$ cat src/rtl/alu_share_arbiter.sv
// Two-port round-robin arbiter in front of a shared ALU: grant, issue for one cycle, hold response.
// Define ALU_ARB_FIXED_PRIO_EN to make port 0 always win ties (no last_grant state).
module alu_share_arbiter #(
  parameter int XLEN = 32
) (
  input  logic            clk,
  input  logic            rst_n,
  input  logic            req0_valid,
  output logic            req0_ready,
  input  logic [3:0]      req0_ctrl,
  input  logic [XLEN-1:0] req0_a,
  input  logic [XLEN-1:0] req0_b,
  input  logic            req1_valid,
  output logic            req1_ready,
  input  logic [3:0]      req1_ctrl,
  input  logic [XLEN-1:0] req1_a,
  input  logic [XLEN-1:0] req1_b,
  output logic [3:0]      alu_ctrl,
  output logic [XLEN-1:0] alu_a,
  output logic [XLEN-1:0] alu_b,
  input  logic [XLEN-1:0] alu_result,
  input  logic            alu_flag,
  output logic            rsp_valid,
  input  logic            rsp_ready,
  output logic            rsp_id,
  output logic [XLEN-1:0] rsp_result,
  output logic            rsp_flag
);

  typedef enum logic [1:0] {IDLE, ISSUE, RESP} state_e;

  typedef struct packed {
    logic [3:0]      ctrl;
    logic [XLEN-1:0] a;
    logic [XLEN-1:0] b;
  } op_t;

  state_e          state_q, state_d;
  op_t             op_q, op_d, op_sel;
  logic            rsp_id_q, rsp_id_d;
  logic [XLEN-1:0] rsp_result_q, rsp_result_d;
  logic            rsp_flag_q, rsp_flag_d;
  logic            grant_vld, grant_id;

`ifdef ALU_ARB_FIXED_PRIO_EN
  always_comb begin
    grant_id = ~req0_valid;
  end
`else
  logic last_grant_q, last_grant_d;

  // On a tie, favour the port that did not win last time.
  always_comb begin
    grant_id     = (req0_valid & req1_valid) ? ~last_grant_q : ~req0_valid;
    last_grant_d = grant_vld ? grant_id : last_grant_q;
  end

  always_ff @(posedge clk or negedge rst_n) begin
    if (!rst_n) last_grant_q <= 1'b1;
    else        last_grant_q <= last_grant_d;
  end
`endif

  always_comb begin
    grant_vld = (state_q == IDLE) & (req0_valid | req1_valid);
    op_sel    = grant_id ? op_t'{req1_ctrl, req1_a, req1_b}
                         : op_t'{req0_ctrl, req0_a, req0_b};
  end

  always_comb begin
    state_d      = state_q;
    op_d         = op_q;
    rsp_id_d     = rsp_id_q;
    rsp_result_d = rsp_result_q;
    rsp_flag_d   = rsp_flag_q;
    req0_ready   = 1'b0;
    req1_ready   = 1'b0;
    case (state_q)
      IDLE: begin
        if (grant_vld) begin
          req0_ready = ~grant_id;
          req1_ready = grant_id;
          op_d       = op_sel;
          rsp_id_d   = grant_id;
          state_d    = ISSUE;
        end
      end
      ISSUE: begin
        rsp_result_d = alu_result;
        // Only branch compares (1010..1111) carry a meaningful flag.
        rsp_flag_d   = alu_flag & op_q.ctrl[3] & (op_q.ctrl[2] | op_q.ctrl[1]);
        state_d      = RESP;
      end
      RESP: begin
        if (rsp_ready) state_d = IDLE;
      end
      default: state_d = IDLE;
    endcase
  end

  always_ff @(posedge clk or negedge rst_n) begin
    if (!rst_n) begin
      state_q      <= IDLE;
      op_q         <= '0;
      rsp_id_q     <= 1'b0;
      rsp_result_q <= '0;
      rsp_flag_q   <= 1'b0;
    end else begin
      state_q      <= state_d;
      op_q         <= op_d;
      rsp_id_q     <= rsp_id_d;
      rsp_result_q <= rsp_result_d;
      rsp_flag_q   <= rsp_flag_d;
    end
  end

  // rsp_valid decodes straight from the state flop so reset drops it without a clock.
  assign rsp_valid  = (state_q == RESP);
  assign alu_ctrl   = op_q.ctrl;
  assign alu_a      = op_q.a;
  assign alu_b      = op_q.b;
  assign rsp_id     = rsp_id_q;
  assign rsp_result = rsp_result_q;
  assign rsp_flag   = rsp_flag_q;

endmodule

$ cat config.mk
export PLATFORM = sky130hd
export DESIGN_NAME = alu_share_arbiter
export DESIGN_NICKNAME = d
export VERILOG_FILES = /design/src/rtl/alu_share_arbiter.sv
export SDC_FILE = /design/constraint.sdc
export NUM_CORES = 1
export LEC_CHECK = 0
export ABC_AREA = 1
export BUFFER_PORTS_ARGS = -buffer_cell sky130_fd_sc_hd__clkbuf_2
export CELL_PAD_IN_SITES_DETAIL_PLACEMENT = 0
export CELL_PAD_IN_SITES_GLOBAL_PLACEMENT = 1
export CORE_MARGIN = 8
export CORE_UTILIZATION = 30
export DETAILED_ROUTE_END_ITERATION = 8
export PLACE_DENSITY = 0.79
export SLEW_MARGIN = 20
export SYNTH_ARGS = -nofsm -noshare
export SYNTH_HDL_FRONTEND = slang
export SYNTH_SLANG_ARGS = --single-unit
$ cat constraint.sdc
create_clock -name clk -period 1.9 [get_ports clk]
set_clock_uncertainty 0.15 [all_clocks]
set_input_delay 0.095 -clock clk [delete_from_list [all_inputs] [get_ports clk]]
set_output_delay 0.095 -clock clk [all_outputs]
set_load 0.01 [all_outputs]
## After elaboration in Yosys (flattened, before gate mapping)

Index checks and enable logic that the tools add are counted.

| word-level totals | value |
|---|---|
| logic and storage cells | 33 |
| output and inout port bits | 105 |
| register bits after elaboration | 105 |

| cells by class | value |
|---|---|
| multiplexer cells | 9 |
| equality and inequality tests | 4 |
| reduce and logical (&&, ||, !) cells | 3 |
| bitwise logic cells | 9 |

Operator list:

| operator | count |
|---|---|
| 2-to-1 mux 68 bit | 1 |
| case mux 2 bit (3 select lines) | 1 |
| 2-to-1 mux 1 bit | 5 |
| AND 1 bit | 4 |
| 2-to-1 mux 2 bit | 2 |
| AND reduction 2 bit | 2 |
| NOT 1 bit | 3 |
| equality test 2 x 1 -> 1 bit (second input constant) | 1 |
| equality test 2 bit (second input constant) | 1 |
| logical NOT 2 bit | 1 |
| != test 2 x 1 -> 1 bit (second input constant) | 1 |
| != test 2 bit (second input constant) | 1 |
| OR 1 bit | 2 |

## Depth between registers and ports, before layout

| depth | value |
|---|---|
| depth in word-level cells | 5 |
| mapped depth | 6 |

## Worst setup path before layout

OpenSTA, ideal clock, no wires.

| timing | value |
|---|---|
| path kind | register to output |
| start point | reg last_grant_q |
| end point | out req0_ready |
| cell stages (with the launch flop) | 6 |
| slack | 0.495 ns |
| required time | 1.655 ns |
| arrival | 1.160 ns |
| path through | dfstp_2 inv_1 nand2_1 nand2_1 buf_1 nor2_1 |

| between the ends | value |
|---|---|
| word-level cells in the longest chain between the ends | 5 |

RTL lines:

| what | line | RTL |
|---|---|---|
| start, declared | 50 | `logic last_grant_q, last_grant_d;` |
| start signal, assigned | 60 | `else last_grant_q <= last_grant_d;` |
| NOT 1 bit | 54 | `grant_id = (req0_valid & req1_valid) ? ~last_grant_q : ~req0_valid;` |
| 2-to-1 mux 1 bit | 54 |  |
| NOT 1 bit | 81 | `req0_ready = ~grant_id;` |
| 2-to-1 mux 1 bit | 80 | `if (grant_vld) begin` |
| 2-to-1 mux 1 bit | 78 | `case (state_q)` |
| end, declared | 9 | `output logic req0_ready,` |

Every way passes these cells.

## Worst setup path after layout

| timing | value |
|---|---|
| start point | reg last_grant_q |
| end point | out req1_ready |

| between the ends | value |
|---|---|
| word-level cells in the longest chain between the ends | 4 |

RTL lines:

| what | line | RTL |
|---|---|---|
| NOT 1 bit | 54 |  |
| 2-to-1 mux 1 bit | 54 |  |
| 2-to-1 mux 1 bit | 80 |  |
| 2-to-1 mux 1 bit | 78 |  |
| end, declared | 14 | `output logic req1_ready,` |

Every way passes these cells.

==> flow_summary_export.csv <==
group,metric,value,unit
power,ir_worst_vdd,0.609,mV
worst_setup_path,cp-start-kind,"register",
timing,tns,0,ps
grt,top_usage_layer,"met2",
clocking,clockBufferDepth,2,
worst_setup_path,r2r_cells,5,
grt,grt_util_all_layers,20.5,%
worst_setup_path,worstPathMaxFanout,27,
place,dp_hpwl,12700,um
clocking,numCtsBuffers,9,
die,core_area,15300,sq um
die,dieArea,19900,sq um
synthesis,ys_ff_latch,105,
synthesis,yosys_most_used_dff,"dfrtp_1",
synthesis,synth_cell_types,16,
synthesis,syn_area,4690,sq um
synthesis,yosys.area.top_type,"dfrtp_1",
synthesis,synth.area.top_cells,"dfrtp_1 (55%), nand3_1 (15%), nand2_1 (14%)",
routing,first_pass_iters,5,
clocking,cts_setup_buffers,0,
clocking,clkLatencyLatePin,340,ps
grt,grt_first_pass_wirelength,32700,um
timing,min_period_over_period,91.8,%
worst_setup_path,cp.required,1650,ps
synthesis,syn_inst,547,
clocking,cts.clk_slew.worst_paths,70,ps
worst_hold_path,min_path_type,"in2reg",
timing,period_needed,1740,ps
finish,nets,1145,
finish,areaGrowthSynthToFinish,77.0,%
power,power,11.4,mW
timing,rsz0062_at_grt,"no",
grt,overflow,0,
routing,num_vias,5746,
timing,drv_slew,0,
routing,via_per_inst,4.84,
worst_setup_path,arrival,1500,ps
worst_setup_path,ff2ff_setup_slack,340,ps
synthesis,syn_area_per_cell,8.57,sq um
worst_hold_path,hold_end,"alu_b[21]",
grt,grt_pass1_vias,6226,
grt,grt.met2_usage,34.6,%
grt,antenna_found_initial,0,
die,die_h,141,um
die,start_util,30.7,%
synthesis,synth_fp_nets,721,
finish,drive_above_1_share,32.6,%
routing,final_antenna_net_count,0,
grt,met1_usage,23.5,%
synthesis,synth_top_area_share,55.5,%
outcome,status,"completed",
timing,fmax,574,MHz
grt,grt_use_met3,5.54,%
clocking,cts_sinks,105,
worst_setup_path,path_class,"reg2out",
power,powerDensity,1370,nW/um^2
routing,routed_wl,20500,um
die,std_cell_rows,45,
worst_hold_path,holdPathStages,4,
synthesis,yosysWarnings,0,
routing,drc,0,
power,leakage,4.29,nW
place,io_buffers,278,
clocking,cts_tree,"built",
place,dp_slack,373,ps
synthesis,synth-async-reset-ratio,100,%
die,boundaryPins,279,
routing,wl_per_cell,17.2,um
place,gp_congestion,0.751,
routing,initialDrtViolationCount,311,
die,die_w,141,um
clocking,cts_root_buf,"clkbuf_16",
clocking,h-tree-depth,3,
worst_setup_path,cp-end-kind,"output pin",
worst_setup_path,worstReg2RegEnd,"alu_a[29]",
timing,worst_pin_slew,670,ps
timing,finalSetupViolations,0,
grt,grt_max_degree,106,
timing,slew_headroom,55.3,%
synthesis,synth_edf_count,0,
flow_run,maxCapViolCount,0,
timing,finalHoldViolCount,0,
timing,setup_ws,156,ps
synthesis,ys_seq_area_share,56.1,%
worst_hold_path,holdCritStartpoint,"req1_valid",
synthesis,yosysMostFrequentCell,"nand2_1",
synthesis,yosys-top-cells-count,"nand2_1 (171), nand3_1 (137), dfrtp_1 (104)",
worst_setup_path,r2r-start,"state_q[1]",
cell usage in the layout, fill, tap and decap left out, drive strengths merged:
cell type	count
dfstp	1
nand4	68
o21ai	4
dlygate4sd3	171
dfrtp	104
clkinvlp	1
inv	7
nand3	137
clkinv	3
buf	14
clkbuf	288
nand2	171
nor2	7
diode	1
logic make-up after synthesis:
family          share of synthesized area [%]
compound gates                          0.507
buf+inv                                  5.34
flops                                    56.1
simple gates                             38.1
layout make-up:
class	count	area, sq um
Antenna cell	1	2.50
Tap cell	211	264
Timing Repair Buffer	462	3260
Multi-Input combinational cell	387	1840
Inverter	6	22.5
Clock inverter	5	38.8
Clock buffer	11	253
Fill cell	1363	6960
Sequential cell	105	2630
routing by layer:
layer  vias to the layer above  share of wire, %
li1                       2737                 -
met1                      2680                40
met2                       271                49
met3                        58               7.3
met4                         0               3.6
met5                         -                 0
stage by stage:
step	hold slack [ps]	area (sq um)	utilization (%)	cells
after floorplan	-351	4690	-	547
after global placement	80.2	6290	41.2	1000
after detailed placement	79.4	6290	41.2	1000
after CTS	125	8290	54.4	1187
after global routing	145	8300	54.4	1187
final	136	8300	54.4	1188
what timing repair did:
item,4_1_cts,5_1_grt
endpoints found under the hold margin,206,0
gates resized for setup,0,2
hold buffers,171,0
endpoints found under the setup margin,0,1
state kept, by name (all words and copies together), names as in the netlist:
signal and count:
state_q 2, alu_ctrl 4, alu_a 32, rsp_flag 1, last_grant_q 1, rsp_id 1
alu_b 32, rsp_result 32
worst max path at each step:
stage | from | endpoint | slack [ps]
after floorplan | last_grant_q | req0_ready | 500
after global placement | last_grant_q | alu_b[6] | 370
after detailed placement | state_q[1] | alu_a[14] | 370
after CTS | last_grant_q | req1_ready | 30
after global routing | last_grant_q | req1_ready | 30
final | last_grant_q | req1_ready | 160
worst max-delay path, cell delays in order, from the launching register on:
cell and delay [ps]:
dfstp_2 510, inv_1 50, nand2_2 80, nand2_2 70
buf_6 190, nand2_2 100, inv_1 40, clkbuf_2 130
power by group:
| group | internal (mW) | total (mW) | switching, mW |
|---|---|---|---|
| clock | 0.970 | 1.84 | 0.866 |
| sequential | 3.36 | 4.02 | 0.655 |
| combinational | 2.12 | 5.55 | 3.43 |
| total | 6.45 | 11.4 | 4.95 |
No activity file was read; power rests on OpenSTA's default activity.
